File: config.mk
export PLATFORM = sky130hd
export DESIGN_NAME = sle_arbiter
export DESIGN_NICKNAME = d
export VERILOG_FILES = /design/src/rtl/sle_arbiter_pkg.sv /design/src/rtl/sle_core.sv /design/src/rtl/sle_arbiter.sv
export SDC_FILE = /design/constraint.sdc
export NUM_CORES = 1
export LEC_CHECK = 0
export ABC_CLOCK_PERIOD_IN_PS = 7700
export BUFFER_PORTS_ARGS = -buffer_cell sky130_fd_sc_hd__buf_2
export CAP_MARGIN = 40
export CORE_ASPECT_RATIO = 0.75
export CORE_MARGIN = 4
export CORE_UTILIZATION = 54
export DETAILED_ROUTE_END_ITERATION = 12
export PLACE_DENSITY = 0.84
export SLEW_MARGIN = 30
export SYNTH_ARGS = -nofsm -noshare
export SYNTH_HDL_FRONTEND = slang
export SYNTH_HIERARCHICAL = 1
export SYNTH_SLANG_ARGS = --single-unit
File: constraint.sdc
create_clock -name CLK -period 7.7 [get_ports CLK]
set_input_delay 0.77 -clock CLK [delete_from_list [all_inputs] [get_ports CLK]]
set_output_delay 0.77 -clock CLK [all_outputs]
set_load 0.03 [all_outputs]
File: src/rtl/sle_arbiter_pkg.sv
// Shared types and defaults for the round-robin signed-compare arbiter.
package sle_arbiter_pkg;

   localparam int SLE_N_DEF     = 4;
   localparam int SLE_WIDTH_DEF = 4;

   typedef enum logic [1:0] {
      IDLE = 2'd0,
      CMP  = 2'd1,
      RESP = 2'd2
   } sle_state_e;

   typedef logic [$clog2(SLE_N_DEF)-1:0] sle_idx_t;

endpackage

File: src/rtl/sle_core.sv
// Combinational A <= B comparator: invert A, add to B with carry-in 1, fix up on sign mismatch.
// With SLE_ARBITER_UNSIGNED_EN defined, UNS selects the unsigned result (carry out).
module sle_core
   import sle_arbiter_pkg::*;
#(
   parameter int WIDTH = SLE_WIDTH_DEF
) (
   input  logic [WIDTH-1:0] I0,
   input  logic [WIDTH-1:0] I1,
`ifdef SLE_ARBITER_UNSIGNED_EN
   input  logic             UNS,
`endif
   output logic             O
);

   logic [WIDTH-1:0] inv_a;
   logic [WIDTH-1:0] diff;
   logic             signs_differ;
   logic             sle_signed;

   assign inv_a = ~I0;

`ifdef SLE_ARBITER_UNSIGNED_EN
   logic carry;
   assign {carry, diff} = {1'b0, I1} + {1'b0, inv_a} + {{WIDTH{1'b0}}, 1'b1};
`else
   assign diff = I1 + inv_a + {{(WIDTH-1){1'b0}}, 1'b1};
`endif

   // Mixed signs can overflow the difference, so the sign of A decides directly.
   assign signs_differ = I0[WIDTH-1] ^ I1[WIDTH-1];
   assign sle_signed   = signs_differ ? I0[WIDTH-1] : ~diff[WIDTH-1];

`ifdef SLE_ARBITER_UNSIGNED_EN
   assign O = UNS ? carry : sle_signed;
`else
   assign O = sle_signed;
`endif

endmodule

File: src/rtl/sle_arbiter.sv
// Round-robin arbiter sharing one sle_core among N requesters; IDLE -> CMP -> RESP per grant.
// Optional per-client unsigned compare via MODE when SLE_ARBITER_UNSIGNED_EN is defined.
module sle_arbiter
   import sle_arbiter_pkg::*;
#(
   parameter int N     = SLE_N_DEF,
   parameter int WIDTH = SLE_WIDTH_DEF
) (
   input  logic                   CLK,
   input  logic                   RESETN,
   input  logic [N-1:0]           REQ,
   input  logic [N*WIDTH-1:0]     A,
   input  logic [N*WIDTH-1:0]     B,
`ifdef SLE_ARBITER_UNSIGNED_EN
   input  logic [N-1:0]           MODE,
`endif
   output logic [N-1:0]           ACK,
   output logic                   RES,
   output logic                   BUSY,
   output logic [$clog2(N)-1:0]   GNT_ID
);

   localparam int IDX_W = $clog2(N);
   typedef logic [IDX_W-1:0] idx_t;
   localparam logic [IDX_W:0] N_EXT = (IDX_W+1)'(N);

   sle_state_e       state_q;
   idx_t             ptr_q;
   idx_t             gnt_q;
   idx_t             gnt_d;
   logic [N-1:0]     ack_q;
   logic             res_q;
   logic             busy_q;
   logic [WIDTH-1:0] opa_q;
   logic [WIDTH-1:0] opb_q;
   logic             core_o;
`ifdef SLE_ARBITER_UNSIGNED_EN
   logic             uns_q;
`endif

   // Rotate so PTR sits at bit 0, take the lowest set bit, then rotate the index back.
   function automatic idx_t rr_pick(input logic [N-1:0] req, input idx_t ptr);
      logic [2*N-1:0] dbl;
      logic [N-1:0]   rot;
      idx_t           off;
      logic [IDX_W:0] sum;
      dbl = {req, req} >> ptr;
      rot = dbl[N-1:0];
      off = '0;
      for (int i = N - 1; i >= 0; i--) begin
         if (rot[i]) off = idx_t'(i);
      end
      sum = {1'b0, ptr} + {1'b0, off};
      if (sum >= N_EXT) sum = sum - N_EXT;
      return sum[IDX_W-1:0];
   endfunction

   function automatic logic [WIDTH-1:0] slice_of(input logic [N*WIDTH-1:0] bus, input idx_t idx);
      logic [WIDTH-1:0] val;
      val = '0;
      for (int i = 0; i < N; i++) begin
         if (idx == idx_t'(i)) val = bus[i*WIDTH +: WIDTH];
      end
      return val;
   endfunction

   assign gnt_d = rr_pick(REQ, ptr_q);

   sle_core #(
      .WIDTH (WIDTH)
   ) u_core (
      .I0  (opa_q),
      .I1  (opb_q),
`ifdef SLE_ARBITER_UNSIGNED_EN
      .UNS (uns_q),
`endif
      .O   (core_o)
   );

   always_ff @(posedge CLK or negedge RESETN) begin
      if (!RESETN) begin
         state_q <= IDLE;
         ptr_q   <= '0;
         gnt_q   <= '0;
         ack_q   <= '0;
         res_q   <= 1'b0;
         busy_q  <= 1'b0;
         opa_q   <= '0;
         opb_q   <= '0;
`ifdef SLE_ARBITER_UNSIGNED_EN
         uns_q   <= 1'b0;
`endif
      end else begin
         case (state_q)
            IDLE: begin
               if (|REQ) begin
                  opa_q   <= slice_of(A, gnt_d);
                  opb_q   <= slice_of(B, gnt_d);
`ifdef SLE_ARBITER_UNSIGNED_EN
                  uns_q   <= MODE[gnt_d];
`endif
                  gnt_q   <= gnt_d;
                  busy_q  <= 1'b1;
                  state_q <= CMP;
               end
            end
            CMP: begin
               res_q   <= core_o;
               ack_q   <= {{(N-1){1'b0}}, 1'b1} << gnt_q;
               state_q <= RESP;
            end
            RESP: begin
               ack_q   <= '0;
               busy_q  <= 1'b0;
               ptr_q   <= (gnt_q == idx_t'(N - 1)) ? '0 : gnt_q + 1'b1;
               state_q <= IDLE;
            end
            default: state_q <= IDLE;
         endcase
      end
   end

   assign ACK    = ack_q;
   assign RES    = res_q;
   assign BUSY   = busy_q;
   assign GNT_ID = gnt_q;

endmodule

## Yosys cells after proc, flatten, opt, wreduce, memory -nomap -nowiden

Index checks and enable logic that the tools add are counted.

- Register bits: 20
- Input bits: 38
- Output and inout port bits: 8
- Word-level logic and storage cells: 53

- Add/sub/neg operators: 5
- Magnitude comparators: 1
- Eq/ne operators: 7
- Shift-type cells: 2
- Muxes and demuxes: 20
- Bitwise gates (word level): 3
- Reductions and logical operators: 7

Operator list:

| cell | number |
|---|---|
| $mux W4 | 8 |
| $mux W2 | 7 |
| $eq A2 B2 Y1 const B | 4 |
| $pmux W4 S2 | 1 |
| $shr A8 B2 Y4 | 1 |
| $add A4 B1 Y4 const B | 1 |
| $add A4 B4 Y4 | 1 |
| $eq A2 B1 Y1 const B | 2 |
| $logic_not A2 Y1 | 2 |
| $not A4 Y4 | 1 |
| $pmux W2 S2 | 1 |
| $reduce_and A2 Y1 | 2 |
| $reduce_bool A2 Y1 | 2 |
| $reduce_or A4 Y1 | 1 |
| $shl A1 B2 Y4 const A | 1 |
| $add A2 B2 Y3 | 1 |
| $ge A3 B3 Y1 const B | 1 |
| $add A2 B1 Y2 const B | 1 |
| $mux W1 | 2 |
| $ne A2 B2 Y1 const B | 1 |
| $pmux W1 S2 | 1 |
| $sub A2 B1 Y2 const B | 1 |
| $not A1 Y1 | 1 |
| $xor A1 B1 Y1 | 1 |

## Logic depth before layout (Yosys ltp)

Gate-level depths: netlist of run 1.

- Depth after elaboration: 13
- Gate-level depth with buffers: 12
- Gate-level depth less buffers: 10

## Hierarchy

The synthesis of run 1 kept the hierarchy.

Modules (own cells, without submodules):

| module | times used | cells each | area an instance (um^2) | seq. area each (um^2) |
|---|---|---|---|---|
| sle_arbiter | 1 | 137 | 1362.6 | 500.5 |
| sle_core | 1 | 10 | 80.1 | 0.0 |

## Worst setup path before layout of run 1

Ideal clock, no wire load.

- Path kind: input port to flip-flop
- Start point: in REQ[0]
- End point: reg opa_q[2]
- Library setup time: 0.126 ns
- Arrival time: 2.819 ns
- Data required time: 7.574 ns
- Slack: 4.755 ns
- Stages on the path: 10
- Buffers on the path: 2
- Cells stage by stage: buf_6 nor2_1 o21ai_0 o221ai_1 ha_1 xor2_1 xnor2_4 buf_6 mux2_4 a221o_1

- Word-level cells in the longest chain between the ends: 13
- Elaborated cells between the ends (all ways): 19
- Those cells by class: 2 x add/sub; 1 x order compare; 3 x eq/ne; 1 x shift; 9 x mux; 3 x reduce/logical

RTL lines:

| what | line | source |
|---|---|---|
| from (decl) | sle_arbiter.sv:11 | `input logic [N-1:0] REQ,` |
| $shr A8 B2 Y4 | sle_arbiter.sv:47 | `dbl = {req, req} >> ptr;` |
| $mux W2 (4 in a row) | sle_arbiter.sv:51 | `if (rot[i]) off = idx_t'(i);` |
| $add A2 B2 Y3 | sle_arbiter.sv:53 | `sum = {1'b0, ptr} + {1'b0, off};` |
| $ge A3 B3 Y1 or $sub A2 B1 Y2 (tied branches) | sle_arbiter.sv:54 | `if (sum >= N_EXT) sum = sum - N_EXT;` |
| $mux W2 | sle_arbiter.sv:54 |  |
| $logic_not A2 Y1 | sle_arbiter.sv:62 | `if (idx == idx_t'(i)) val = bus[i*WIDTH +: WIDTH];` |
| $mux W4 (4 in a row) | sle_arbiter.sv:62 |  |
| to (signal assigned) | sle_arbiter.sv:97 | `opa_q <= slice_of(A, gnt_d);` |
| to (decl) | sle_arbiter.sv:34 | `logic [WIDTH-1:0] opa_q;` |

Several ways; a longest one is shown, not always the timed one.
A chain may end at the register's enable or synchronous reset.

## Worst setup path in the final report of run 1

- Start point: reg ptr_q[0]
- End point: reg opb_q[3]

- Word-level cells in the longest chain between the ends: 13
- Elaborated cells between the ends (all ways): 17
- Those cells by class: 2 x add/sub; 1 x order compare; 3 x eq/ne; 1 x shift; 9 x mux; 1 x reduce/logical

RTL lines:

| what | line | source |
|---|---|---|
| from (decl) | sle_arbiter.sv:28 | `idx_t ptr_q;` |
| from (signal assigned) | sle_arbiter.sv:115 | `ptr_q <= (gnt_q == idx_t'(N - 1)) ? '0 : gnt_q + 1'b1;` |
| $shr A8 B2 Y4 | sle_arbiter.sv:47 |  |
| $mux W2 (4 in a row) | sle_arbiter.sv:51 |  |
| $add A2 B2 Y3 (*) | sle_arbiter.sv:53 |  |
| $ge A3 B3 Y1 or $sub A2 B1 Y2 (tied branches) | sle_arbiter.sv:54 |  |
| $mux W2 (*) | sle_arbiter.sv:54 |  |
| $logic_not A2 Y1 | sle_arbiter.sv:62 |  |
| $mux W4 (3 in a row) | sle_arbiter.sv:62 |  |
| $mux W4 (*) | sle_arbiter.sv:62 |  |
| to (signal assigned) | sle_arbiter.sv:98 | `opb_q <= slice_of(B, gnt_d);` |
| to (decl) | sle_arbiter.sv:35 | `logic [WIDTH-1:0] opb_q;` |

Mark *: on every way between the ends. The rest lies on a longest branch, timed or not.

==> results of run 1 <==
-- how the worst max path moves through the flow --
stage	to	slack [ns]	depth (start not counted)
2_1_floorplan	opa_q[2]	4.76	10
3_3_place_gp	opb_q[0]	4.58	10
3_5_place_dp	opb_q[0]	4.48	10
4_1_cts	opb_q[3]	4.77	10
5_1_grt	opb_q[3]	4.57	10
6_report	opb_q[3]	4.78	10
-- cell usage in the layout, fill, tap and decap left out --
cell,synthesis,final
nor2b_1,1,1
o21ai_0,10,10
xor2_1,1,1
fa_1,1,1
o311ai_4,1,1
mux2_1,6,6
ha_1,12,12
o22ai_1,1,1
nand3b_1,4,4
nand2_1,27,27
mux2i_1,10,10
a21o_1,2,2
or4_1,1,1
nand2b_1,2,2
o211ai_1,1,1
and3_1,1,1
mux2_4,1,1
buf_4,0,1
o221ai_1,2,2
inv_1,14,14
xnor2_4,1,1
nor3_1,1,1
dfrtp_1,20,20
clkbuf_4,0,3
nand3_1,1,1
nor2_1,4,4
or4_4,1,1
a221o_1,8,8
bufinv_16,0,1
a31oi_1,1,1
and3b_1,1,1
o21ai_1,2,2
buf_2,1,45
mux2_2,3,3
-- worst register-to-register path, delay by kind of cell, from the launching register on --
kind                       cells  cell delay (ns)
AOI/OAI and AO/OA              4             0.68
xor gates and xnor gates       2             0.79
adders and majority gates      1             0.21
buffers and inverters          1             0.13
DFF                            1             0.50
muxes                          1             0.40
and+or+nand+nor                1             0.08
-- area by class of cell --
class | instances | area (um^2) | share of cell area
Timing Repair Buffer | 46 | 233 | 0.134
Clock inverter | 1 | 30.0 | 0.0173
Clock buffer | 3 | 22.5 | 0.0130
Tap cell | 34 | 42.5 | 0.0246
Multi-Input combinational cell | 107 | 851 | 0.491
Sequential cell | 20 | 500 | 0.289
Inverter | 14 | 52.6 | 0.0303
-- routing by layer --
layer | vias up | part of all wire | global-route usage
li1 | 602 | - | -
met4 | 0 | 0.013 | 0.0673
met1 | 595 | 0.43 | 0.242
met2 | 47 | 0.50 | 0.351
met5 | - | 0 | 0
met3 | 8 | 0.064 | 0.0644
-- power breakdown --
group          total (mW)  leakage (nW)  switching, mW  internal, mW
clock network      0.0869        0.0279         0.0342        0.0527
registers           0.202         0.247         0.0437         0.158
logic               0.505         0.610          0.278         0.227
-- metrics by stage --
stage / utilization / power [mW]
2_1_floorplan: - / 0.606
3_3_place_gp: 0.690 / 0.670
3_5_place_dp: 0.690 / 0.701
4_1_cts: 0.712 / 0.790
5_1_grt: 0.715 / 0.863
6_report: 0.715 / 0.793
-- registers in the layout, summed over array words and instances, names as in the netlist --
register / flops
opa_q: 4
state_q: 2
BUSY: 1
ptr_q: 2
GNT_ID: 2
ACK: 4
RES: 1
opb_q: 4
-- logic make-up after synthesis --
| group | synth area share |
|---|---|
| compound gates | 0.152 |
| mux | 0.150 |
| flops | 0.347 |
| buf+inv | 0.0633 |
| simple gates | 0.145 |
| fa+ha+maj | 0.118 |
| xor+xnor | 0.0252 |
==> impl_results.md, run 1 <==
- GRT Total Usage: 0.205
- FFs w/ async S/R, synth: 1.00
- Root buffer cell: clkbuf_4
- Routed WL per cell: 14.7 um
- Cell Pwr Density: 458 nW/um^2
- Final Cell Area: 1730 um^2
- CTS HTree Levels: 1
- Slew Viols, Final: 0
- Maximum VDD drop: 0.285 mV
- Vias: 1,252
- Place WS: 4.48 ns
- Status: completed
- CP max FO: 17
- Critical setup path kind: flip-flop to flip-flop
- CP delay by family, top: XOR/XNOR gates
- Hold/Removal Path Class: primary input to asynchronous set/reset pin
- # rows: 15
- Fraction of layout cells with a size suffix above 1: 0.298
- Sink Count: 20
- Crit path launch: ptr_q[0]
- Worst r2r src: ptr_q[0]
- Crit-path cells: inv_1, nand2_1, o22ai_1, o21ai_0, o221ai_1, ha_1, xor2_1, xnor2_4, mux2_1, a221o_1
- Port bufs: 45
- TritonCTS Buffers: 3
- Most area-hungry cell type in the Yosys netlist: dfrtp_1
- Setup TNS: 0 ns
- # IOs: 46
- Crit path time final: 2.92 ns
- Mapped cell area: 1440 um^2
- Count leader, synth: nand2_1
- Synth top area share: 0.347
- Fin crit share: 0.380
- Worst path slowest cell: xnor2_4
- Final hold vios: 0
- Die X-Extent: 67.7 um
- Least-Margin Pin Slew: 0.664 ns
- Pleak: 0.885 nW
- Post-Route WL: 3320 um
- Register area share after synthesis: 0.347
- Die area: 3570 um^2
- Setup ws final: 4.78 ns
- Commonest cells in the synthesized netlist: 27 x nand2_1, 20 x dfrtp_1, 14 x inv_1
- # Max-Cap Violations: 0
- Worst R2R Setup Slack: 4.78 ns
- Critical Path AT: 3.12 ns
- WHS: 0.380 ns
- Clock Tree Buf Depth: 2
- Worst-path clk slew: 0.12 ns
- Std-Cell Core Area: 2420 um^2
- Synth Warn #: 6
- Synth Net Count: 198
- Crit end category: flip-flop
- DP HPWL: 2570 um
- Clk_skew: 0.00961 ns
- Hold_buf cts: 0
- Pre-antenna DRT Iters: 4
- Initial antenna violation count: 0
- Number of enable flip-flop cells after synthesis: 0
- Capture point of the worst reg-to-reg path: opb_q[3]
- Setup bufs post-CTS: 0
- Vias in the first global route: 1,247
- Biggest cell delay along the critical path: 0.59 ns
- Crit path buffers/inverters: 1
- Worst EP required: 7.90 ns
- Cell count after synthesis: 147
- Synthesized area per cell: 9.81 um^2
- Dominant synthesized flop cell: dfrtp_1
- Chip Height: 52.8 um
- Setup violators final: 0
- Ant diodes: 0
- Global-route wire length before repair: 5480 um
- Slew HR: 0.557
- DR vias/cell: 5.56
- Initial drt markers: 63
- DRC viols: 0
- Non-Filler Instances: 225
- Synth area leaders: dfrtp_1 35%, ha_1 10%, nand2_1 7.0%
- Worst setup SP type: flip-flop
- F_max: 342 MHz
- RSZ-0062 raised after global routing: false
- Placed cell count: 220
- Initial Utilization: 0.596
- FF-to-FF path depth: 10
- Fill cells: 184
- Area grow syn2layout: 20.0%
- CTS tree: done
- Final #Nets: 243
- GR Overflow Total: 0
- #FFs+latches synth: 20
- Pin count of the biggest net entering global routing: 21
- Netlist cell types: 33
- Cell Area, Placed: 1670 um^2
- Antenna Violating Nets Remaining: 0
- Post-CTS sizing: 0
- Worst-Skew Late Latency: 0.31 ns
- Final Wtd Congestion: 0.835
(Power assumes the default switching activity.)
==> run 2: changes to the inputs <==
--- a/config.mk
+++ b/config.mk
@@ -5,14 +5,15 @@
 export SDC_FILE = /design/constraint.sdc
 export NUM_CORES = 1
 export LEC_CHECK = 0
-export ABC_CLOCK_PERIOD_IN_PS = 7700
+export ABC_AREA = 1
+export ABC_CLOCK_PERIOD_IN_PS = 2440
 export BUFFER_PORTS_ARGS = -buffer_cell sky130_fd_sc_hd__buf_2
 export CAP_MARGIN = 40
 export CORE_ASPECT_RATIO = 0.75
 export CORE_MARGIN = 4
-export CORE_UTILIZATION = 54
+export CORE_UTILIZATION = 46
 export DETAILED_ROUTE_END_ITERATION = 12
-export PLACE_DENSITY = 0.84
+export PLACE_DENSITY = 0.76
 export SLEW_MARGIN = 30
 export SYNTH_ARGS = -nofsm -noshare
 export SYNTH_HDL_FRONTEND = slang
==> constraint.sdc (replaced) <==
create_clock -name CLK -period 2.44 [get_ports CLK]
set_input_delay 0.244 -clock CLK [delete_from_list [all_inputs] [get_ports CLK]]
set_output_delay 0.244 -clock CLK [all_outputs]
set_load 0.03 [all_outputs]
==> impl_results.md, run 2 <==
- Crit path time final: 2.23 ns (was 2.92 ns)
- Global-route wire length before repair: 5380 um (was 5480 um)
- CP delay by family, top: simple AND/OR/NAND/NOR gates (was XOR/XNOR gates)
- Worst setup SP type: flip-flop (unchanged)
- Vias: 1,433 (was 1,252)
- Setup violators final: 0 (unchanged)
- Clk pwr share: 0.073 (was 0.110)
- Dominant synthesized flop cell: dfrtp_1 (unchanged)
- Synth area leaders: dfrtp_1 33%, nand2_1 12%, ha_1 10% (was dfrtp_1 35%, ha_1 10%, nand2_1 7.0%)
- GR Overflow Total: 0 (unchanged)
- TritonCTS Buffers: 3 (unchanged)
- Critical Path AT: 2.38 ns (was 3.12 ns)
- Least-Margin Pin Slew: 0.553 ns (was 0.664 ns)
- Worst path slowest cell: dfrtp_2 (was xnor2_4)
- Met1 Use GR: 0.218 (was 0.242)
- Most area-hungry cell type in the Yosys netlist: dfrtp_1 (unchanged)
- Setup bufs post-CTS: 0 (unchanged)
- Cell count after synthesis: 197 (was 147)
- Pin count of the biggest net entering global routing: 21 (unchanged)
- Critical setup path kind: flip-flop to flip-flop (unchanged)
- Worst EP required: 2.59 ns (was 7.90 ns)
- # rows: 17 (was 15)
- Synth Net Count: 248 (was 198)
- Crit path buffers/inverters: 1 (unchanged)
- Biggest cell delay along the critical path: 0.43 ns (was 0.59 ns)
- Comb power frac: 0.718 (was 0.636)
- Crit end category: flip-flop (unchanged)
- Worst-Skew Late Latency: 0.26 ns (was 0.31 ns)
- Netlist cell types: 29 (was 33)
- Hold/Removal Path Class: primary input to flip-flop (was primary input to asynchronous set/reset pin)
- Final #Nets: 296 (was 243)
- Met2 usage: 0.245 (was 0.351)
- GRT Total Usage: 0.156 (was 0.205)
- Final hold vios: 0 (unchanged)
- Commonest non-fill, non-tap cell in the layout: nand2_1 (was buf_2)
- Final Cell Area: 1820 um^2 (was 1730 um^2)
- Slew Viols, Final: 0 (unchanged)
- F_max: 448 MHz (was 342 MHz)
- Maximum VDD drop: 0.815 mV (was 0.285 mV)
- Placed cell count: 277 (was 220)
- Die X-Extent: 73.9 um (was 67.7 um)
- Non-Filler Instances: 281 (was 225)
- Post-Route WL: 3160 um (was 3320 um)
- CTS tree: done (unchanged)
- Pleak: 0.988 nW (was 0.885 nW)
- Setup TNS: 0 ns (unchanged)
- Sink Count: 20 (unchanged)
- Synthesized area per cell: 7.62 um^2 (was 9.81 um^2)
- Mapped cell area: 1500 um^2 (was 1440 um^2)
- DP HPWL: 2560 um (was 2570 um)
- Port bufs: 45 (unchanged)
- Root buffer cell: clkbuf_8 (was clkbuf_4)
- Pre-antenna DRT Iters: 4 (unchanged)
- Crit-path cells: inv_2, nand2_1, nand3_1, nand2_1, nand3_1, a21boi_1, ha_1, xnor2_2, nand3_4, nand2_4, nand2_4, or2_0, nand3_1, nand2_1 (was inv_1, nand2_1, o22ai_1, o21ai_0, o221ai_1, ha_1, xor2_1, xnor2_4, mux2_1, a221o_1)
- Chip Height: 57.5 um (was 52.8 um)
- Clk_skew: 0.00570 ns (was 0.00961 ns)
- Final Wtd Congestion: 0.814 (was 0.835)
- DRC viols: 0 (unchanged)
- Fill cells: 304 (was 184)
- FFs w/ async S/R, synth: 1.00 (unchanged)
- Worst-path clk slew: 0.07 ns (was 0.12 ns)
- Std-Cell Core Area: 3040 um^2 (was 2420 um^2)
- Routed WL per cell: 11.2 um (was 14.7 um)
- Vias in the first global route: 1,293 (was 1,247)
- Clock Tree Buf Depth: 2 (unchanged)
- Area grow syn2layout: 21.2% (was 20.0%)
- Place WS: 0.0816 ns (was 4.48 ns)
- CTS HTree Levels: 1 (unchanged)
- Count leader, synth: nand2_1 (unchanged)
- Cell Area, Placed: 1760 um^2 (was 1670 um^2)
- DR vias/cell: 5.10 (was 5.56)
- Worst R2R Setup Slack: 0.21 ns (was 4.78 ns)
- Slew HR: 0.630 (was 0.557)
- Ant diodes: 0 (unchanged)
- CP max FO: 14 (was 17)
- Commonest cells in the synthesized netlist: 48 x nand2_1, 26 x inv_1, 23 x nand3_1 (was 27 x nand2_1, 20 x dfrtp_1, 14 x inv_1)
- Reg area: 503 um^2 (was 500 um^2)
- Status: completed (unchanged)
- # IOs: 46 (unchanged)
- # Max-Cap Violations: 0 (unchanged)
- Synth top area share: 0.334 (was 0.347)
- Fin crit share: 0.914 (was 0.380)
- Cell Pwr Density: 1610 nW/um^2 (was 458 nW/um^2)
- Setup ws final: 0.209 ns (was 4.78 ns)
- Design Power: 2.92 mW (was 0.793 mW)
- Fraction of layout cells with a size suffix above 1: 0.300 (was 0.298)
- Grt peak-use layer: met2 (unchanged)
- Initial Utilization: 0.493 (was 0.596)
- Cell Int Power: 1.37 mW (was 0.437 mW)
- Flop pwr share: 0.209 (was 0.254)
- GRT met3 Usage: 0.0458 (was 0.0644)
- Footprint of the multi-input gates: 840 um^2 (was 851 um^2)
- Register area share after synthesis: 0.334 (was 0.347)
- Final core utilization: 0.598 (was 0.715)
- Number of enable flip-flop cells after synthesis: 0 (unchanged)
- Psw: 1.55 mW (was 0.356 mW)
- Sw Share: 0.531 (was 0.449)
- WHS: 0.291 ns (was 0.380 ns)
- Die area: 4250 um^2 (was 3570 um^2)
- Initial antenna violation count: 0 (unchanged)
- Commonest non-fill, non-tap cells in the layout: 48 x nand2_1, 45 x buf_2, 26 x inv_1 (was 45 x buf_2, 27 x nand2_1, 20 x dfrtp_1)
- #FFs+latches synth: 20 (unchanged)
- Synth Warn #: 6 (unchanged)
- Antenna Violating Nets Remaining: 0 (unchanged)
- Initial drt markers: 43 (was 63)
run 2: cell types whose count changed after synthesis, sizes merged, moves of 8 or more:
cell	delta
nand3	+23
inv	+17
nand2	+26
mux2	-9
a221o	-8
nand4	+19
mux2i	-10
run 2: final cells by class:
class,count,share of cell area
clock buffer,3,0.0227
inverter,32,0.0668
multi-input combinational,138,0.462
sequential,20,0.277
tap,38,0.0262
timing repair buffer,50,0.146
run 2: kinds of logic (layout without fill, tap and decap cells):
kind of cell               Yosys count  count (layout)  share of synthesized area
xor gates and xnor gates             1               1                    0.00584
AOI/OAI and AO/OA                   22              22                     0.0934
DFF                                 20              20                      0.334
buffers and inverters               39              85                      0.112
muxes                                1               1                    0.00751
and+or+nand+nor                    101             101                      0.334
adders and majority gates           13              13                      0.113
run 2: worst paths after layout:
kind | start | to | cells past startpoint
setup / recovery | ptr_q[0] | opa_q[1] | 14
hold reg to reg | opb_q[0] | opb_q[0] | 2
max in group asynchronous | RESETN | ptr_q[0] | 2
hold / removal | A[12] | opa_q[0] | 5
min in group asynchronous | RESETN | ACK[1] | 2
setup reg to reg | ptr_q[0] | opa_q[1] | 14
run 2: power groups by stage:
| stage | logic (mW) | registers, mW | clock network (mW) |
|---|---|---|---|
| after global placement | 2.04 | 0.607 | 0 |
| after CTS | 2.10 | 0.605 | 0.223 |
| after floorplan | 1.64 | 0.695 | 0 |
| after detailed placement | 2.09 | 0.612 | 0 |
| after global routing | 2.40 | 0.632 | 0.227 |
| final | 2.10 | 0.609 | 0.213 |
run 2: what timing repair did:
action | CTS | global route
gates resized for setup | 0 | 5
hold buffers | 1 | 0
hold endpoints to repair | 20 | 0
endpoints found under the setup margin | 0 | 8
run 2: worst reg2reg max path: cells and delay by family (launching register included):
kind | cells | cell delay [ns]
adder cells (fa/ha/maj) | 1 | 0.21
XOR/XNOR | 1 | 0.15
flip-flops | 1 | 0.43
buffers and inverters | 1 | 0.07
AO/OA/AOI/OAI | 1 | 0.15
AND/OR/NAND/NOR | 10 | 1.13
run 2: routing by layer:
layer | up-vias | part of all wire
li1 | 741 | -
met2 | 48 | 0.46
met5 | - | 0
met4 | 0 | 0.0032
met1 | 642 | 0.46
met3 | 2 | 0.081
